<file path="src/rtl/call_issuer.sv">
// Initiator side of the eBPF helper-call bus: latches a CALL, strobes the responder
// until ack or timeout, returns R0 with status flags, then inserts one stb-low gap cycle.
module call_issuer #(
  parameter int          TIMEOUT_CYCLES = 64,
  parameter logic [63:0] ERR_RET        = 64'hFFFF_FFFF_FFFF_FFEA
) (
  input  logic        clk,
  input  logic        rst_n,
  input  logic        call_req,
  output logic        call_ready,
  input  logic [31:0] call_imm,
  input  logic [63:0] in_r1,
  input  logic [63:0] in_r2,
  input  logic [63:0] in_r3,
  input  logic [63:0] in_r4,
  input  logic [63:0] in_r5,
  output logic        done,
  output logic [63:0] r0,
  output logic        call_err,
  output logic        call_timeout,
  output logic [63:0] func,
  output logic        stb,
  output logic [63:0] r1,
  output logic [63:0] r2,
  output logic [63:0] r3,
  output logic [63:0] r4,
  output logic [63:0] r5,
  input  logic [63:0] ret,
  input  logic        ack,
  input  logic        err
);

  localparam int CNT_W = (TIMEOUT_CYCLES > 1) ? $clog2(TIMEOUT_CYCLES) : 1;
  localparam logic [CNT_W-1:0] CNT_LAST = CNT_W'(TIMEOUT_CYCLES - 1);

  typedef enum logic [1:0] {IDLE, ISSUE, GAP} state_t;

  state_t           state, state_nxt;
  logic [CNT_W-1:0] cnt;
  logic             accept, fin_ack, fin_to;

  function automatic logic [63:0] sel_result(input logic fail, input logic [63:0] val);
    return fail ? ERR_RET : val;
  endfunction

  // stb is gated by ack combinationally so the responder never sees stb in its ack cycle
  always_comb begin
    state_nxt  = state;
    accept     = 1'b0;
    fin_ack    = 1'b0;
    fin_to     = 1'b0;
    stb        = 1'b0;
    call_ready = 1'b0;
    case (state)
      IDLE: begin
        call_ready = 1'b1;
        if (call_req) begin
          accept    = 1'b1;
          state_nxt = ISSUE;
        end
      end
      ISSUE: begin
        stb = !ack;
        if (ack) begin
          fin_ack   = 1'b1;
          state_nxt = GAP;
        end else if ((TIMEOUT_CYCLES != 0) && (cnt == CNT_LAST)) begin
          fin_to    = 1'b1;
          state_nxt = GAP;
        end
      end
      GAP:     state_nxt = IDLE;
      default: state_nxt = IDLE;
    endcase
  end

  always_ff @(posedge clk) begin
    if (!rst_n) state <= IDLE;
    else        state <= state_nxt;
  end

  // Call registers and result stage
  always_ff @(posedge clk) begin
    if (!rst_n) begin
      cnt          <= '0;
      func         <= '0;
      r1           <= '0;
      r2           <= '0;
      r3           <= '0;
      r4           <= '0;
      r5           <= '0;
      r0           <= '0;
      done         <= 1'b0;
      call_err     <= 1'b0;
      call_timeout <= 1'b0;
    end else begin
      done <= 1'b0;
      if (accept) begin
        func <= {32'h0, call_imm};
        r1   <= in_r1;
        r2   <= in_r2;
        r3   <= in_r3;
        r4   <= in_r4;
        r5   <= in_r5;
        cnt  <= '0;
      end else if (state == ISSUE) begin
        cnt <= cnt + 1'b1;
      end
      if (fin_ack) begin
        r0           <= sel_result(err, ret);
        call_err     <= err;
        call_timeout <= 1'b0;
        done         <= 1'b1;
      end else if (fin_to) begin
        r0           <= sel_result(1'b1, ret);
        call_err     <= 1'b1;
        call_timeout <= 1'b1;
        done         <= 1'b1;
      end
    end
  end

endmodule
</file>
<file path="config.mk">
export PLATFORM = sky130hd
export DESIGN_NAME = call_issuer
export DESIGN_NICKNAME = d
export VERILOG_FILES = /design/src/rtl/call_issuer.sv
export SDC_FILE = /design/constraint.sdc
export NUM_CORES = 1
export LEC_CHECK = 0
export CORE_AREA = 2 2 337 339
export CTS_BUF_LIST = sky130_fd_sc_hd__clkbuf_8 sky130_fd_sc_hd__clkbuf_16
export CTS_CLUSTER_DIAMETER = 80
export DETAILED_ROUTE_END_ITERATION = 8
export DIE_AREA = 0 0 339 341
export PLACE_DENSITY = 0.41
export SLEW_MARGIN = 5
export SYNTH_ARGS = -nofsm -noshare
export SYNTH_HDL_FRONTEND = slang
export SYNTH_SLANG_ARGS = --single-unit
</file>
<file path="constraint.sdc">
create_clock -name clk -period 1.7 [get_ports clk]
set_input_delay 0.34 -clock clk [delete_from_list [all_inputs] [get_ports clk]]
set_output_delay 0.34 -clock clk [all_outputs]
set_load 0.005 [all_outputs]
</file>
[Word-level counts from Yosys, hierarchy flattened]
Index checks and enable logic that the tools add are counted.
Cells by class
  muxes and demuxes: 20
  reduce and logical (&&, ||, !) cells: 6
  add/subtract/negate cells: 1
  bitwise gates (word level): 1
  equality and inequality tests: 4
Operators with widths (count)
  64-bit 2-to-1 mux: 3
  1-bit 2-to-1 mux: 13
  6-bit by 1-bit adder with 6-bit output (second input constant): 1
  6-bit == test (second input constant): 1
  2-bit 2-to-1 mux: 3
  2-bit case mux with 2 select lines: 1
  2-bit OR reduction: 2
  3-bit inequality test (second input constant): 1
  2-bit by 1-bit == test with 1-bit output (second input constant): 1
  2-bit zero test: 1
  2-bit inequality test (second input constant): 1
  2-bit AND reduction: 1
  2-bit nonzero test: 1
  1-bit zero test: 1
  1-bit NOT: 1
Storage, ports and cells
  output and inout bits: 453
  input bits: 421
  word-level logic and storage cells: 44
  register bits after elaboration: 427

[Longest topological paths before layout]
Gate-level depths: netlist (run 1).
  depth in word-level cells: 6
  gate-level depth with buffers: 7
  mapped depth without buffers: 4

[Worst setup path before layout (run 1)]
OpenSTA, ideal clock, no wires.
  path kind: register -> register
  start point: reg state[0]
  end point: reg r0[39]
  buffers on the path: 3
  setup time: 0.119 ns
  data arrival time: 1.335 ns
  cell stages (with the launch flop): 7
  path slack: 0.246 ns
  period minus slack after synthesis: 1.454 ns
  data required time: 1.581 ns
  path through: dfxtp_1 > buf_2 > nand3b_1 > or2_1 > buf_2 > buf_6 > o221a_2
On the way
  word-level cells in the longest chain between the ends: 3
  elaborated cells between the ends (all ways): 5
  those cells by class: 1 x eq/ne; 3 x mux; 1 x reduce/logical
RTL lines
  start, declared: RTL line 38  | state_t state, state_nxt;
  start signal, assigned: RTL line 79  | else state <= state_nxt;
  2-bit by 1-bit == test with 1-bit output *: RTL line 54  | case (state)
  1-bit 2-to-1 mux: RTL line 54
  64-bit 2-to-1 mux / 2-bit nonzero test (equally long branches)
  end signal, assigned: RTL line 110  | r0 <= sel_result(err, ret);
  end signal, assigned: RTL line 115  | r0 <= sel_result(1'b1, ret);
  end, declared: RTL line 18  | output logic [63:0] r0,
Every way passes the cells marked *; elsewhere a longest branch is shown, timed or not.
A chain may end at the register's enable or synchronous reset.

[Final worst setup path (run 1)]
  start point: reg state[0]
  end point: out stb
On the way
  word-level cells in the longest chain between the ends: 2
RTL lines
  2-bit by 1-bit == test with 1-bit output: RTL line 54
  1-bit 2-to-1 mux: RTL line 54
  end, declared: RTL line 22  | output logic stb,
No other way between the ends.

==> results.json, run 1 <==
{
  "drt_iter0_drc": 531,
  "remaining_drc_errors": 0,
  "finalHoldViolations": 0,
  "synth.avg_cell_area_um2": 8.99,
  "wl_per_cell_um": 17.2,
  "violations": "setup timing",
  "wl_mm": 71.4,
  "via_per_inst": 3.61,
  "cp-start-kind": "flip-flop",
  "hold_class": "in2reg",
  "grt-ovfl-total": 0,
  "drt_pass1_iterations": 6,
  "ant_nets": 0,
  "grt_max_degree": 70,
  "slew_viol_final": 0,
  "io-pin-count": 874,
  "fp.dieArea_mm2": 0.116,
  "grt_pass1_wl_mm": 104,
  "hpwl_mm": 54.2,
  "path_class": "reg2out",
  "grt_util_met2_pct": 22.1,
  "insertion_delay_ns": 0.62,
  "fin_crit_sh_pct": 103,
  "portBuffers": 841,
  "finalNetCount": 3033,
  "grt_use_met3_pct": 4.63,
  "core_region_area_mm2": 0.112,
  "grt_pass1_vias": 15296,
  "initial_utilization_pct": 14.2,
  "cpPeakStageDelay_ns": 0.37,
  "synth.yosys.seq_area_share_pct": 53.8,
  "cp.required_ns": 1.36,
  "gp_congestion": 0.791,
  "grt_use_total_pct": 11.9,
  "critPathArrivalTime_ns": 1.41,
  "end_kind": "primary output",
  "cts_made_buffers": 57,
  "ys_ff_latch": 427,
  "cts_tree": "done",
  "cp_slowest_cell": "dfxtp_4",
  "die_y_um": 341,
  "drive_gt1_share_pct": 10.1,
  "via_count": 14988,
  "grt_setup_unrepaired": "true",
  "cts.path.max_buffers": 3,
  "layout_common_cells": "nand2_1 (707), clkdlybuf4s50_1 (419), dfxtp_1 (405)",
  "p_leak_nw": 12.0,
  "cts_hold_repair.buffers": 0,
  "outcome": "finished with violations",
  "peakVddDrop_mv": 0.713,
  "area_growth_pct": 74.3,
  "clk_transition_reported_paths_ns": 0.06,
  "fin_ws_ns": -0.0484,
  "htreeDepth": 2,
  "cap_violations": 0,
  "num_antenna_cells": 0,
  "cts_root_buf": "clkbuf_16",
  "synth_area_mm2": 0.0159,
  "critPathMaxFanout": 4,
  "top_usage_layer": "met2",
  "grtUsageMet1_pct": 12.7,
  "die_w_um": 339,
  "period_needed_ns": 1.75,
  "setup_viol": 1,
  "p_per_area_mw_per_mm2": 973,
  "final_common_cell": "nand2_1",
  "total_power_mw": 26.9,
  "worstPathCellList": "nor3b_2 > buf_4 > buf_6",
  "syn_inst": 1767,
  "ys_types": 34,
  "std_cell_rows": 123,
  "skew_ns": 0.0236,
  "antenna_found_initial": 2,
  "fin_setup_tns_ns": -0.0484,
  "yosys_warnings": 0,
  "clock_sinks": 427,
  "max_freq_mhz": 572
}
==> worst max-delay path: cells and delay by family (launching register included) <==
family                 cells  cell delay (ns)
buffers and inverters      2             0.26
DFF                        1             0.37
and+or+nand+nor            1             0.15
==> kinds of logic (layout without fill, tap and decap cells) <==
family / Yosys count / in the layout / share of synthesized area, %
xor gates and xnor gates: 2 / 2 / 0.110
DFF: 427 / 427 / 53.8
buffers and inverters: 173 / 1030 / 6.63
adders and majority gates: 1 / 1 / 0.0787
and+or+nand+nor: 735 / 735 / 17.8
muxes: 1 / 1 / 0.0630
AOI/OAI and AO/OA: 427 / 427 / 21.5
other: 1 / 32 / 0.0236
==> state kept, by name, indices dropped and copies added, names as in the netlist, 6 cells and up <==
signal  flops
r0         64
r1         64
r2         64
r3         64
r4         64
r5         64
func       32
cnt         6
==> cell type report <==
cell class / instances / area (um2)
clock buffers: 66 / 1550
clock inverters: 37 / 308
fillers: 12333 / 84200
inverters: 1 / 3.75
multi-input cells: 1198 / 6440
flip-flops and latches: 427 / 8590
well taps: 1500 / 1880
repair buffers: 926 / 8930
==> stage by stage <==
stage	hold WS, ns	setup slack, ns	utilization [%]	cell area [um2]	std cells
after floorplan	0.451	0.246	-	16000	1798
after global placement	0.440	-0.499	23.5	26200	4052
after detailed placement	0.444	-0.488	23.5	26200	4052
after CTS	0.103	-0.151	24.7	27600	4155
after global routing	0.115	-0.162	24.8	27700	4155
final	0.165	-0.0484	24.8	27700	4155
==> cells in the mapped netlist <==
| master | count | share of area, % |
|---|---|---|
| or3b_1 | 1 | 0.055 |
| nand3b_1 | 1 | 0.047 |
| dfxtp_1 | 427 | 54 |
| o21ai_0 | 7 | 0.22 |
| o21ai_1 | 1 | 0.031 |
| or3_1 | 3 | 0.12 |
| buf_4 | 37 | 1.7 |
| nor3b_2 | 1 | 0.079 |
| a21boi_1 | 170 | 8.0 |
| nand2b_1 | 1 | 0.039 |
| nor4bb_1 | 1 | 0.063 |
| nor3b_1 | 1 | 0.047 |
| nand3b_4 | 1 | 0.13 |
| o221a_2 | 57 | 4.0 |
| nand4b_1 | 1 | 0.055 |
| o211a_1 | 2 | 0.13 |
| conb_1 | 1 | 0.024 |
| buf_6 | 25 | 1.8 |
| a21oi_1 | 4 | 0.13 |
| nor2b_1 | 1 | 0.039 |
| nand2_1 | 709 | 17 |
| a21boi_0 | 182 | 8.6 |
| or2_1 | 1 | 0.039 |
| clkbuf_1 | 48 | 1.1 |
| buf_2 | 62 | 2.0 |
| and2_1 | 2 | 0.079 |
| nor2_1 | 6 | 0.14 |
| mux2i_1 | 1 | 0.063 |
| o221a_1 | 4 | 0.28 |
| xnor2_1 | 2 | 0.11 |
| nand4_1 | 1 | 0.039 |
| ha_1 | 1 | 0.079 |
| inv_1 | 1 | 0.024 |
| nand3_1 | 4 | 0.13 |
==> report_power, final <==
part / total, mW / switching [mW] / internal [mW]
Combinational: 4.00 / 1.77 / 2.23
Sequential: 11.0 / 0.317 / 10.6
Clock: 12.0 / 4.78 / 7.20
Total: 26.9 / 6.87 / 20.1
==> routing by layer <==
layer	vias to the layer above	share of wire (%)	wire [um]
li1	7449	-	-
met1	6980	38	26900
met2	487	52	37300
met3	70	8.4	6010
met4	2	1.6	1140
met5	-	0.018	13
==> path summary, 6_finish.rpt <==
kind,to,from,cells past startpoint,slack [ns]
worst max register to register,r0[61],state[1],5,0.09
worst min-delay path,r2[52],rst_n,3,0.17
worst min register to register,r2[12],r2[12],2,0.45
worst max-delay path,stb,state[0],3,-0.05
==> timing repair <==
item,CTS,global route
setup endpoints to repair,462,22
resized for setup,480,22
buffers inserted,0,0
pin swaps,0,1
No activity file was read; power rests on OpenSTA's default activity.
==> run 2, diff against run 1 <==
--- a/config.mk
+++ b/config.mk
@@ -10,7 +10,9 @@
 export CTS_CLUSTER_DIAMETER = 80
 export DETAILED_ROUTE_END_ITERATION = 8
 export DIE_AREA = 0 0 339 341
+export HOLD_SLACK_MARGIN = 0.02
 export PLACE_DENSITY = 0.41
+export SETUP_SLACK_MARGIN = 0.05
 export SLEW_MARGIN = 5
 export SYNTH_ARGS = -nofsm -noshare
 export SYNTH_HDL_FRONTEND = slang
==> results.json, run 2 (synthesis gave the netlist of run 1 again) <==
{
  "total_power_mw": 28.0,
  "p_clk_share_pct": 42.9,
  "drt_iter0_drc": 621,
  "internal_power_mw": 20.7,
  "finalNetCount": 3081,
  "layout_common_cells": "nand2_1 (619), clkdlybuf4s50_1 (419), dfxtp_1 (397)",
  "critPathArrivalTime_ns": 1.41,
  "hold_depth": 3,
  "reg2reg_to": "r2[11]",
  "p_leak_nw": 12.8,
  "cts_made_buffers": 57,
  "post-place-ws_ns": -0.488,
  "insertion_delay_ns": 0.63,
  "die_w_um": 339,
  "clk_transition_reported_paths_ns": 0.06,
  "hpwl_mm": 54.2,
  "die_y_um": 341,
  "final_common_cell": "nand2_1",
  "io-pin-count": 874,
  "grt-ovfl-total": 0,
  "std_cell_rows": 123,
  "min-delay-start": "rst_n",
  "cp-start-kind": "flip-flop",
  "p_sw_mw": 7.29,
  "grt_use_total_pct": 12.1,
  "max_freq_mhz": 571,
  "setup_viol": 11,
  "wl_per_cell_um": 18.5,
  "skew_ns": 0.0229,
  "cts_tree": "done",
  "cap_violations": 0,
  "cts.path.max_buffers": 3,
  "utilization_pct": 26.7,
  "clock_sinks": 427,
  "cp.required_ns": 1.36,
  "rr_worst_depth": 9,
  "wl_mm": 77.7,
  "critPathMaxFanout": 4,
  "portBuffers": 841,
  "seqPwrFrac_pct": 39.2,
  "via_per_inst": 3.68,
  "fin_crit_sh_pct": 103,
  "dp_cells": 4052,
  "violations": "setup timing",
  "fp.dieArea_mm2": 0.116,
  "area_growth_pct": 87.7,
  "path_class": "reg2out",
  "cts_root_buf": "clkbuf_16",
  "htreeDepth": 2,
  "p_sw_share_pct": 26.1,
  "fin_ws_ns": -0.0500,
  "antenna_found_initial": 2,
  "grt_pass1_wl_mm": 106,
  "initial_utilization_pct": 14.2,
  "grt_setup_unrepaired": "true",
  "r2r_slack_ns": -0.02,
  "hold_end": "r2[52]",
  "hold_class": "in2reg",
  "via_count": 15464,
  "gp_congestion": 0.791,
  "drt_pass1_iterations": 4,
  "grt_max_degree": 70,
  "ant_nets": 0,
  "remaining_drc_errors": 0,
  "period_needed_ns": 1.75,
  "r2r_start": "state[1]",
  "peakVddDrop_mv": 0.723,
  "outcome": "finished with violations",
  "slew_viol_final": 0,
  "core_region_area_mm2": 0.112,
  "finalHoldViolations": 0,
  "pwr-share-comb_pct": 17.8,
  "final_cells": 4204,
  "end_kind": "primary output",
  "drive_gt1_share_pct": 18.9,
  "p_per_area_mw_per_mm2": 937,
  "grt_pass1_vias": 15325
}
==> run 2: power groups by stage <==
| stage | Combinational, mW | Clock (mW) | Sequential [mW] |
|---|---|---|---|
| floorplan | 1.44 | 0 | 11.2 |
| global placement | 4.51 | 0 | 11.2 |
| detailed placement | 4.49 | 0 | 11.2 |
| CTS | 4.24 | 12.5 | 11.0 |
| global route | 5.39 | 12.9 | 11.0 |
| finish | 4.98 | 12.0 | 11.0 |
==> run 2: worst max-delay path, stage by stage (launching register included) <==
cell     delay [ns]
dfxtp_4        0.36
nor3b_2        0.17
buf_4          0.15
buf_6          0.11
==> run 2: how the worst max path moves through the flow <==
stage                   to     start  cells after the start  slack [ns]
global placement       stb       ack                      4       -0.50
CTS                    stb  state[0]                      3       -0.15
finish                 stb  state[1]                      3       -0.05
detailed placement     stb       ack                      4       -0.49
floorplan           r0[39]  state[0]                      6        0.25
global route           stb  state[0]                      3       -0.16
==> run 2: repair_timing <==
item                       CTS  global route
hold buffers                 0             0
setup buffers                2            10
gates cloned                 3            34
setup endpoints to repair  510           332
resized for setup          609           445
pin swaps                    5           152
==> run 2: layer usage <==
metal  vias up  share of wire (%)  GRT usage (%)
met5         -              0.017              0
met4         2                1.7           2.61
met3        77                7.9           4.62
met2       508                 52           22.3
met1      7313                 38           13.1
li1       7564                  -              -
==> run 2: final cells by class <==
type / instances / area, um2
timing repair buffer: 974 / 10200
fill: 12149 / 82100
multi-input combinational: 1198 / 7260
tap: 1500 / 1880
clock buffer: 66 / 1550
antenna: 1 / 2.50
clock inverter: 37 / 308
sequential: 427 / 8610
inverter: 1 / 3.75
==> run 2: through the flow <==
stage | hold WS (ns) | instance area, um2 | setup TNS [ns]
5_1_grt | 0.115 | 29800 | -9.08
6_report | 0.160 | 29800 | -0.145
4_1_cts | 0.103 | 27900 | -0.219
3_3_place_gp | 0.440 | 26200 | -104.84
3_5_place_dp | 0.444 | 26200 | -109.01
2_1_floorplan | 0.451 | 16000 | 0
